===== config.mk =====
export PLATFORM = sky130hd
export DESIGN_NAME = pipe_stage_skid
export DESIGN_NICKNAME = d
export VERILOG_FILES = /design/src/rtl/pipe_stage_skid_pkg.sv /design/src/rtl/pipe_stage_skid_dff_lrc.sv /design/src/rtl/pipe_stage_skid.sv
export SDC_FILE = /design/constraint.sdc
export NUM_CORES = 1
export LEC_CHECK = 0
export BUFFER_PORTS_ARGS = -buffer_cell sky130_fd_sc_hd__buf_2
export CELL_PAD_IN_SITES_DETAIL_PLACEMENT = 0
export CELL_PAD_IN_SITES_GLOBAL_PLACEMENT = 1
export CORE_ASPECT_RATIO = 0.7
export CORE_UTILIZATION = 48
export CTS_BUF_LIST = sky130_fd_sc_hd__clkbuf_8
export CTS_CLUSTER_SIZE = 24
export DETAILED_ROUTE_END_ITERATION = 10
export GPL_TIMING_DRIVEN = 0
export PLACE_DENSITY_LB_ADDON = 0.1
export SLEW_MARGIN = 20
export SYNTH_ARGS = -nofsm -noshare
export SYNTH_HDL_FRONTEND = slang
export SYNTH_SLANG_ARGS = --single-unit

===== constraint.sdc =====
create_clock -name clk -period 3.1 [get_ports clk]
set_input_delay 0.31 -clock clk [delete_from_list [all_inputs] [get_ports clk]]
set_output_delay 0.31 -clock clk [all_outputs]
set_load 0.1 [all_outputs]

===== src/rtl/pipe_stage_skid_pkg.sv =====
// Shared types and widths for pipe_stage_skid and its payload registers.
package pipe_stage_skid_pkg;

  localparam int unsigned PIPE_ST_BUS = 2;

  typedef enum logic [PIPE_ST_BUS-1:0] {
    PIPE_ST_EMPTY = 2'b00,
    PIPE_ST_BUSY  = 2'b01,
    PIPE_ST_FULL  = 2'b10
  } pipe_st_e;

  localparam int unsigned REG_BUS_WIDTH      = 32;
  localparam int unsigned REG_ADDR_BUS_WIDTH = 5;
  localparam int unsigned DEC_INFO_BUS_WIDTH = 32;
  localparam int unsigned CSR_ADDR_BUS_WIDTH = 12;

  localparam int unsigned ID_EX_DATA_W = 3*REG_BUS_WIDTH + REG_BUS_WIDTH + REG_ADDR_BUS_WIDTH + 1
                                       + DEC_INFO_BUS_WIDTH + CSR_ADDR_BUS_WIDTH + 1;

endpackage


===== src/rtl/pipe_stage_skid_dff_lrc.sv =====
// dff_lrc: payload register with synchronous clear (priority) and load enable.
module dff_lrc #(
  parameter int unsigned        W       = 8,
  parameter logic [W-1:0]       RST_VAL = '0
) (
  input  logic         clk,
  input  logic         rst_n,
  input  logic         i_clr,
  input  logic         i_load,
  input  logic [W-1:0] i_d,
  output logic [W-1:0] o_q
);

  always_ff @(posedge clk or negedge rst_n) begin
    if (!rst_n)      o_q <= RST_VAL;
    else if (i_clr)  o_q <= RST_VAL;
    else if (i_load) o_q <= i_d;
  end

endmodule


===== src/rtl/pipe_stage_skid.sv =====
// Generic pipeline stage register with valid/ready handshake, optional 2-entry skid and flush.
// Optional perf counters enabled by defining PIPE_PERF_CNT_EN.
module pipe_stage_skid
  import pipe_stage_skid_pkg::*;
#(
  parameter int unsigned       DATA_W        = 128,
  parameter logic [DATA_W-1:0] RST_VAL       = '0,
  parameter int unsigned       SKID_EN_DEPTH = 1
) (
  input  logic              clk,
  input  logic              rst_n,
  input  logic              in_valid,
  output logic              in_ready,
  input  logic [DATA_W-1:0] in_data,
  output logic              out_valid,
  input  logic              out_ready,
  output logic [DATA_W-1:0] out_data,
  input  logic              flush_i
`ifdef PIPE_PERF_CNT_EN
  ,
  output logic [31:0]       perf_stall_cnt,
  output logic [31:0]       perf_bubble_cnt
`endif
);

  pipe_st_e          r_state, w_next;
  logic              w_acc, w_take;
  logic              w_main_load, w_main_sel_skid, w_skid_load;
  logic [DATA_W-1:0] w_main_d, w_main_q, w_skid_q;

  // With the skid, in_ready is a pure function of the state register.
  assign in_ready  = (SKID_EN_DEPTH != 0) ? (r_state != PIPE_ST_FULL)
                                          : ((r_state == PIPE_ST_EMPTY) | out_ready);
  assign out_valid = (r_state != PIPE_ST_EMPTY);
  assign out_data  = w_main_q;
  assign w_acc     = in_valid & in_ready;
  assign w_take    = out_valid & out_ready;

  always_ff @(posedge clk or negedge rst_n) begin
    if (!rst_n) r_state <= PIPE_ST_EMPTY;
    else        r_state <= w_next;
  end

  always_comb begin
    w_next = r_state;
    if (flush_i) begin
      w_next = PIPE_ST_EMPTY;
    end else begin
      unique case (r_state)
        PIPE_ST_EMPTY: if (w_acc) w_next = PIPE_ST_BUSY;
        PIPE_ST_BUSY: begin
          if (w_acc && !w_take && (SKID_EN_DEPTH != 0)) w_next = PIPE_ST_FULL;
          else if (!w_acc && w_take)                    w_next = PIPE_ST_EMPTY;
        end
        PIPE_ST_FULL: if (w_take) w_next = PIPE_ST_BUSY;
        default:      w_next = PIPE_ST_EMPTY;
      endcase
    end
  end

  always_comb begin
    w_main_load     = 1'b0;
    w_main_sel_skid = 1'b0;
    w_skid_load     = 1'b0;
    unique case (r_state)
      PIPE_ST_EMPTY: w_main_load = w_acc;
      PIPE_ST_BUSY: begin
        w_main_load = w_acc & out_ready;
        w_skid_load = w_acc & ~out_ready & (SKID_EN_DEPTH != 0);
      end
      PIPE_ST_FULL: begin
        w_main_load     = out_ready;
        w_main_sel_skid = 1'b1;
      end
      default: ;
    endcase
  end

  assign w_main_d = w_main_sel_skid ? w_skid_q : in_data;

  dff_lrc #(.W(DATA_W), .RST_VAL(RST_VAL)) u_main (
    .clk   (clk),
    .rst_n (rst_n),
    .i_clr (flush_i),
    .i_load(w_main_load),
    .i_d   (w_main_d),
    .o_q   (w_main_q)
  );

  dff_lrc #(.W(DATA_W), .RST_VAL(RST_VAL)) u_skid (
    .clk   (clk),
    .rst_n (rst_n),
    .i_clr (flush_i),
    .i_load(w_skid_load),
    .i_d   (in_data),
    .o_q   (w_skid_q)
  );

`ifdef PIPE_PERF_CNT_EN
  logic [31:0] r_stall_cnt, r_bubble_cnt;

  always_ff @(posedge clk or negedge rst_n) begin
    if (!rst_n) begin
      r_stall_cnt  <= '0;
      r_bubble_cnt <= '0;
    end else begin
      if (out_valid && !out_ready) r_stall_cnt  <= r_stall_cnt + 32'd1;
      if (!out_valid)              r_bubble_cnt <= r_bubble_cnt + 32'd1;
    end
  end

  assign perf_stall_cnt  = r_stall_cnt;
  assign perf_bubble_cnt = r_bubble_cnt;
`endif

endmodule


-- Yosys cells after proc, flatten, opt, wreduce, memory -nomap -nowiden
Index checks and enable logic that the tools add are counted.
- muxes and demuxes: 14
- equal/unequal tests: 6
- bitwise logic cells: 5
- reduce and logical (&&, ||, !) cells: 9
- operator list (cell ; number):
    $mux W128 ; 5
    $mux W2 ; 5
    $ne A3 B3 Y1 const B ; 2
    $pmux W2 S3 ; 1
    $reduce_bool A2 Y1 ; 3
    $and A1 B1 Y1 ; 4
    $ne A4 B4 Y1 const B ; 1
    $pmux W1 S3 ; 1
    $reduce_and A3 Y1 ; 1
    $eq A2 B1 Y1 const B ; 1
    $eq A2 B2 Y1 const B ; 1
    $logic_and A1 B1 Y1 ; 2
    $logic_not A1 Y1 ; 2
    $logic_not A2 Y1 ; 1
    $mux W1 ; 2
    $ne A2 B2 Y1 const B ; 1
    $not A1 Y1 ; 1
- input port bits: 133
- flip-flop bits (word level): 258
- logic and storage cells: 37
- output and inout port bits: 130

-- Longest topological paths before layout
- word-level depth: 8
- gate-level depth with buffers: 9
- mapped depth without buffers: 7

-- Hierarchy
Synthesis repeated with hierarchy kept, for this count alone.
- cells, all modules: 981
- area total of the unflattened synthesis: 12672.2 sq um
- by module, submodules not included (module ; area an instance (sq um) ; cells each ; instances ; sequential area each (sq um)):
    dff_lrc ; 5292.6 ; 412 ; 2 ; 3203.1
    pipe_stage_skid ; 2087.0 ; 157 ; 1 ; 50.0

-- Worst setup path before layout
No wires, ideal clock.
- path kind: reg2reg
- start point: reg r_state[0]
- end point: reg r_state[0]
- cell stages (with the launch flop): 10
- data required time: 2968 ps
- path slack: 710 ps
- arrival time: 2258 ps
- period minus slack after synthesis: 2390 ps
- buffers on the path: 2
- setup time: 132 ps
- cell sequence: dfrtp_1 > nor2b_1 > buf_2 > buf_2 > inv_1 > and2_1 > ha_1 > mux2i_1 > a2bb2oi_1 > nor2_1
- elaborated cells on any way between the ends: 18
- those cells by class: eq/ne (6); mux (3); bitwise (2); reduce/logical (7)
- RTL lines (what ; RTL line ; text):
    start: declaration ; pipe_stage_skid.sv:26 ; pipe_st_e r_state, w_next;
    start signal: assignment ; pipe_stage_skid.sv:41 ; else r_state <= w_next;
    $ne A2 B2 Y1 * ; pipe_stage_skid.sv:32 ; assign in_ready = (SKID_EN_DEPTH != 0) ? (r_state != PIPE_ST_FULL)
    named net in_ready ; pipe_stage_skid.sv:13 ; output logic in_ready,
    $and A1 B1 Y1 * ; pipe_stage_skid.sv:36 ; assign w_acc = in_valid & in_ready;
    $logic_and A1 B1 Y1 or $logic_not A1 Y1 (tied branches) ; pipe_stage_skid.sv:52, pipe_stage_skid.sv:53 ;
    $mux W2 or $logic_and A1 B1 Y1 (tied branches) ; pipe_stage_skid.sv:52, pipe_stage_skid.sv:53 ;
    $pmux W2 S3 or $ne A4 B4 Y1 (tied branches) ; n/a ;
    $mux W2 or $reduce_and A3 Y1 (tied branches) ; n/a ;
The timed path passes the listed nets; every way through them passes the cells marked *.
A chain may end at the register's enable or synchronous reset.

-- Final worst setup path
- start point: reg r_state[1]
- end point: out in_ready
- cells in the longest elaborated chain, start to end: 1
- RTL lines (what ; RTL line):
    $ne A2 B2 Y1 ; pipe_stage_skid.sv:32
    end: declaration ; pipe_stage_skid.sv:13
Every way passes these cells.

==> metrics.csv <==
stage,metric,value,unit
sta,tightest_slew,0.787,ns
floorplanning,io_pins,263,
grt,grt_pass1_wl,52200,um
detailed_routing,drt-total-wl,33100,um
cells_and_area,fin_area,0.0151,mm^2
detailed_routing,vias,9520,
sta,fin_worst_skew,0.0185,ns
floorplanning,die_h,132,um
sta,timing.final.crit_share,75.6,%
setup_path,crit_required,2.79,ns
sta,period_needed,2.34,ns
synthesis,synth_cell_types,26,
floorplanning,start_util,49.0,%
placement,dp_hpwl,21600,um
synthesis,synth_enable_flop_cells,0,
sta,hold_viol,0,
grt,grt_util_all_layers,26.6,%
detailed_routing,drt_iter0_markers,686,
setup_path,path_class,reg -> out,
cells_and_area,final_common_cell,buf_2,
detailed_routing,ant_nets,0,
clocking,hold_buffers,88,
clocking,cts_tree,built,
clocking,postCtsSetupRepairBufs,0,
sta,slew_headroom,47.5,%
grt,first_global_vias,9489,
synthesis,synth-async-reset-ratio,100,%
sta,fmax,426,MHz
clocking,clock_path_buffers,3,
synthesis,syn-num-nets,1037,
floorplanning,die_w,188,um
setup_path,end_kind,output port,
clocking,clk_latency,0.54,ns
synthesis,syn_area,0.0116,mm^2
power,peakVddDrop,0.295,mV
run,maxCapViolCount,0,
detailed_routing,viasPerCell,5.79,
synthesis,ys.flop_type,dfrtp_1,
synthesis,synth-seq-area-share,55.8,%
clocking,clkSlewWorstSetupHoldPaths,0.06,ns
cells_and_area,layout.nets,1433,
detailed_routing,drc,0,
sta,finalSetupViolations,0,
setup_path,path_max_fanout,10,
sta,setup_ws,0.755,ns
power,p_leak,0.00697,uW
placement,port_buffers,261,
grt,grt_start_max_net_pins,93,
placement,gp_congestion,0.786,
clocking,cts.sinks,258,
grt,overflow,0,
clocking,numCtsBuffers,42,
cells_and_area,synthToLayoutAreaGrowth,30.0,%
floorplanning,core_area,0.0236,mm^2
cells_and_area,fin_util,63.7,%
synthesis,syn_area_per_cell,12.8,um^2
cells_and_area,final_cell_mix,"buf_2, dfrtp_1, a211oi_1",
synthesis,syn_inst,903,
hold_path,hold_path.class,in -> reg,
setup_path,worst_ep_arrival_time,2.03,ns
detailed_routing,wl_per_cell,20.1,um
placement,pre_cts_slack,0.981,ns
cells_and_area,drive_above_1_share,30.4,%
clocking,cts-root-buf,clkbuf_8,
sta,rsz0062_at_grt,no,
floorplanning,dieArea,0.0248,mm^2
sta,finalMaxSlewViolations,0,
clocking,post_cts_resized,0,
setup_path,critPathLaunchType,flop,
placement,placed_area,0.0133,mm^2
synthesis,yosysWarnings,0,
floorplanning,row_count,47,
detailed_routing,first_pass_iters,4,
synthesis,ys_seq_elements,258,
grt,antenna_found_initial,1,
run_status,status,"finished, final reports clean",
cells_and_area,fillers,1977,
sta,fin_setup_tns,0,ns
clocking,htree_levels,2,
power,power.density,592,mW/mm^2
-- critical path: stages, from the launching register on --
cell     delay, ns
dfrtp_1       0.42
nor2b_1       0.15
buf_2         0.17
buf_2         0.23
inv_1         0.10
buf_2         0.43
-- per-layer routing --
| layer | global-route usage, % | vias to the layer above | share of wire, % |
|---|---|---|---|
| met5 | 0 | - | 0 |
| met2 | 37.1 | 334 | 43 |
| met1 | 41.9 | 4756 | 49 |
| met3 | 4.34 | 64 | 6.0 |
| met4 | 8.45 | 0 | 2.3 |
| li1 | - | 4366 | - |
-- per-stage QoR --
stage | total power (uW) | hold WS [ns] | cells
3_5_place_dp | 5940 | 0.353 | 1484
5_1_grt | 9260 | 0.00771 | 1645
2_1_floorplan | 5380 | 0.0144 | 903
4_1_cts | 8970 | 0.000236 | 1643
3_3_place_gp | 5920 | 0.487 | 1482
6_report | 8910 | 0.0232 | 1645
-- sequential cells by signal (all words and copies together) (netlist names) --
| signal | flops |
|---|---|
| r_state | 2 |
| u_main.o_q | 128 |
| u_skid.o_q | 128 |
-- logic make-up after synthesis --
family,count (synthesis),share of synthesized area (%)
compound gates,388,26.5
fa+ha+maj,1,0.108
simple gates,11,0.594
buf+inv,116,5.87
mux,129,11.2
flops,258,55.8
-- power breakdown --
part / total [uW] / internal, uW / switching, uW
Sequential: 3690 / 3560 / 127
Clock: 2930 / 1580 / 1350
Combinational: 2290 / 535 / 1750
-- path summary, 6_finish.rpt --
| path | startpoint | endpoint | slack, ns | depth (start not counted) |
|---|---|---|---|---|
| setup / recovery | r_state[1] | in_ready | 0.76 | 5 |
| hold / removal | in_data[0] | u_skid.o_q[0] | 0.02 | 2 |
| setup reg to reg | r_state[0] | r_state[0] | 0.98 | 9 |
| hold reg to reg | u_skid.o_q[69] | u_skid.o_q[69] | 0.50 | 1 |
| max in group asynchronous | rst_n | u_skid.o_q[55] | 1.80 | 3 |
| min in group asynchronous | rst_n | u_main.o_q[23] | 0.33 | 2 |
-- synth_stat cells, types with 2 or more instances --
library cell  instances  share of area (%)
dfrtp_1             258                 56
a211oi_1            256                 17
mux2i_1             129                 11
a22o_1              128                9.7
buf_2                62                2.7
clkbuf_1             26               0.84
buf_4                11               0.71
buf_8                 9                1.2
buf_1                 3              0.097
clkbuf_4              2               0.13
inv_1                 2              0.065
nor2_1                2              0.065
nor2b_1               2               0.11
-- layout make-up --
cell class | count | area [um^2] | share of cell area (%)
antenna | 1 | 2.50 | 0.0166
buffer | 114 | 672 | 4.46
clock buffer | 52 | 716 | 4.75
clock inverter | 19 | 98.8 | 0.657
inverter | 2 | 7.51 | 0.0499
multi-input combinational | 529 | 4440 | 29.5
sequential | 258 | 6460 | 42.9
tap | 318 | 398 | 2.64
timing repair buffer | 352 | 2260 | 15.0
Note: power is estimated with default switching activity, not from simulation.
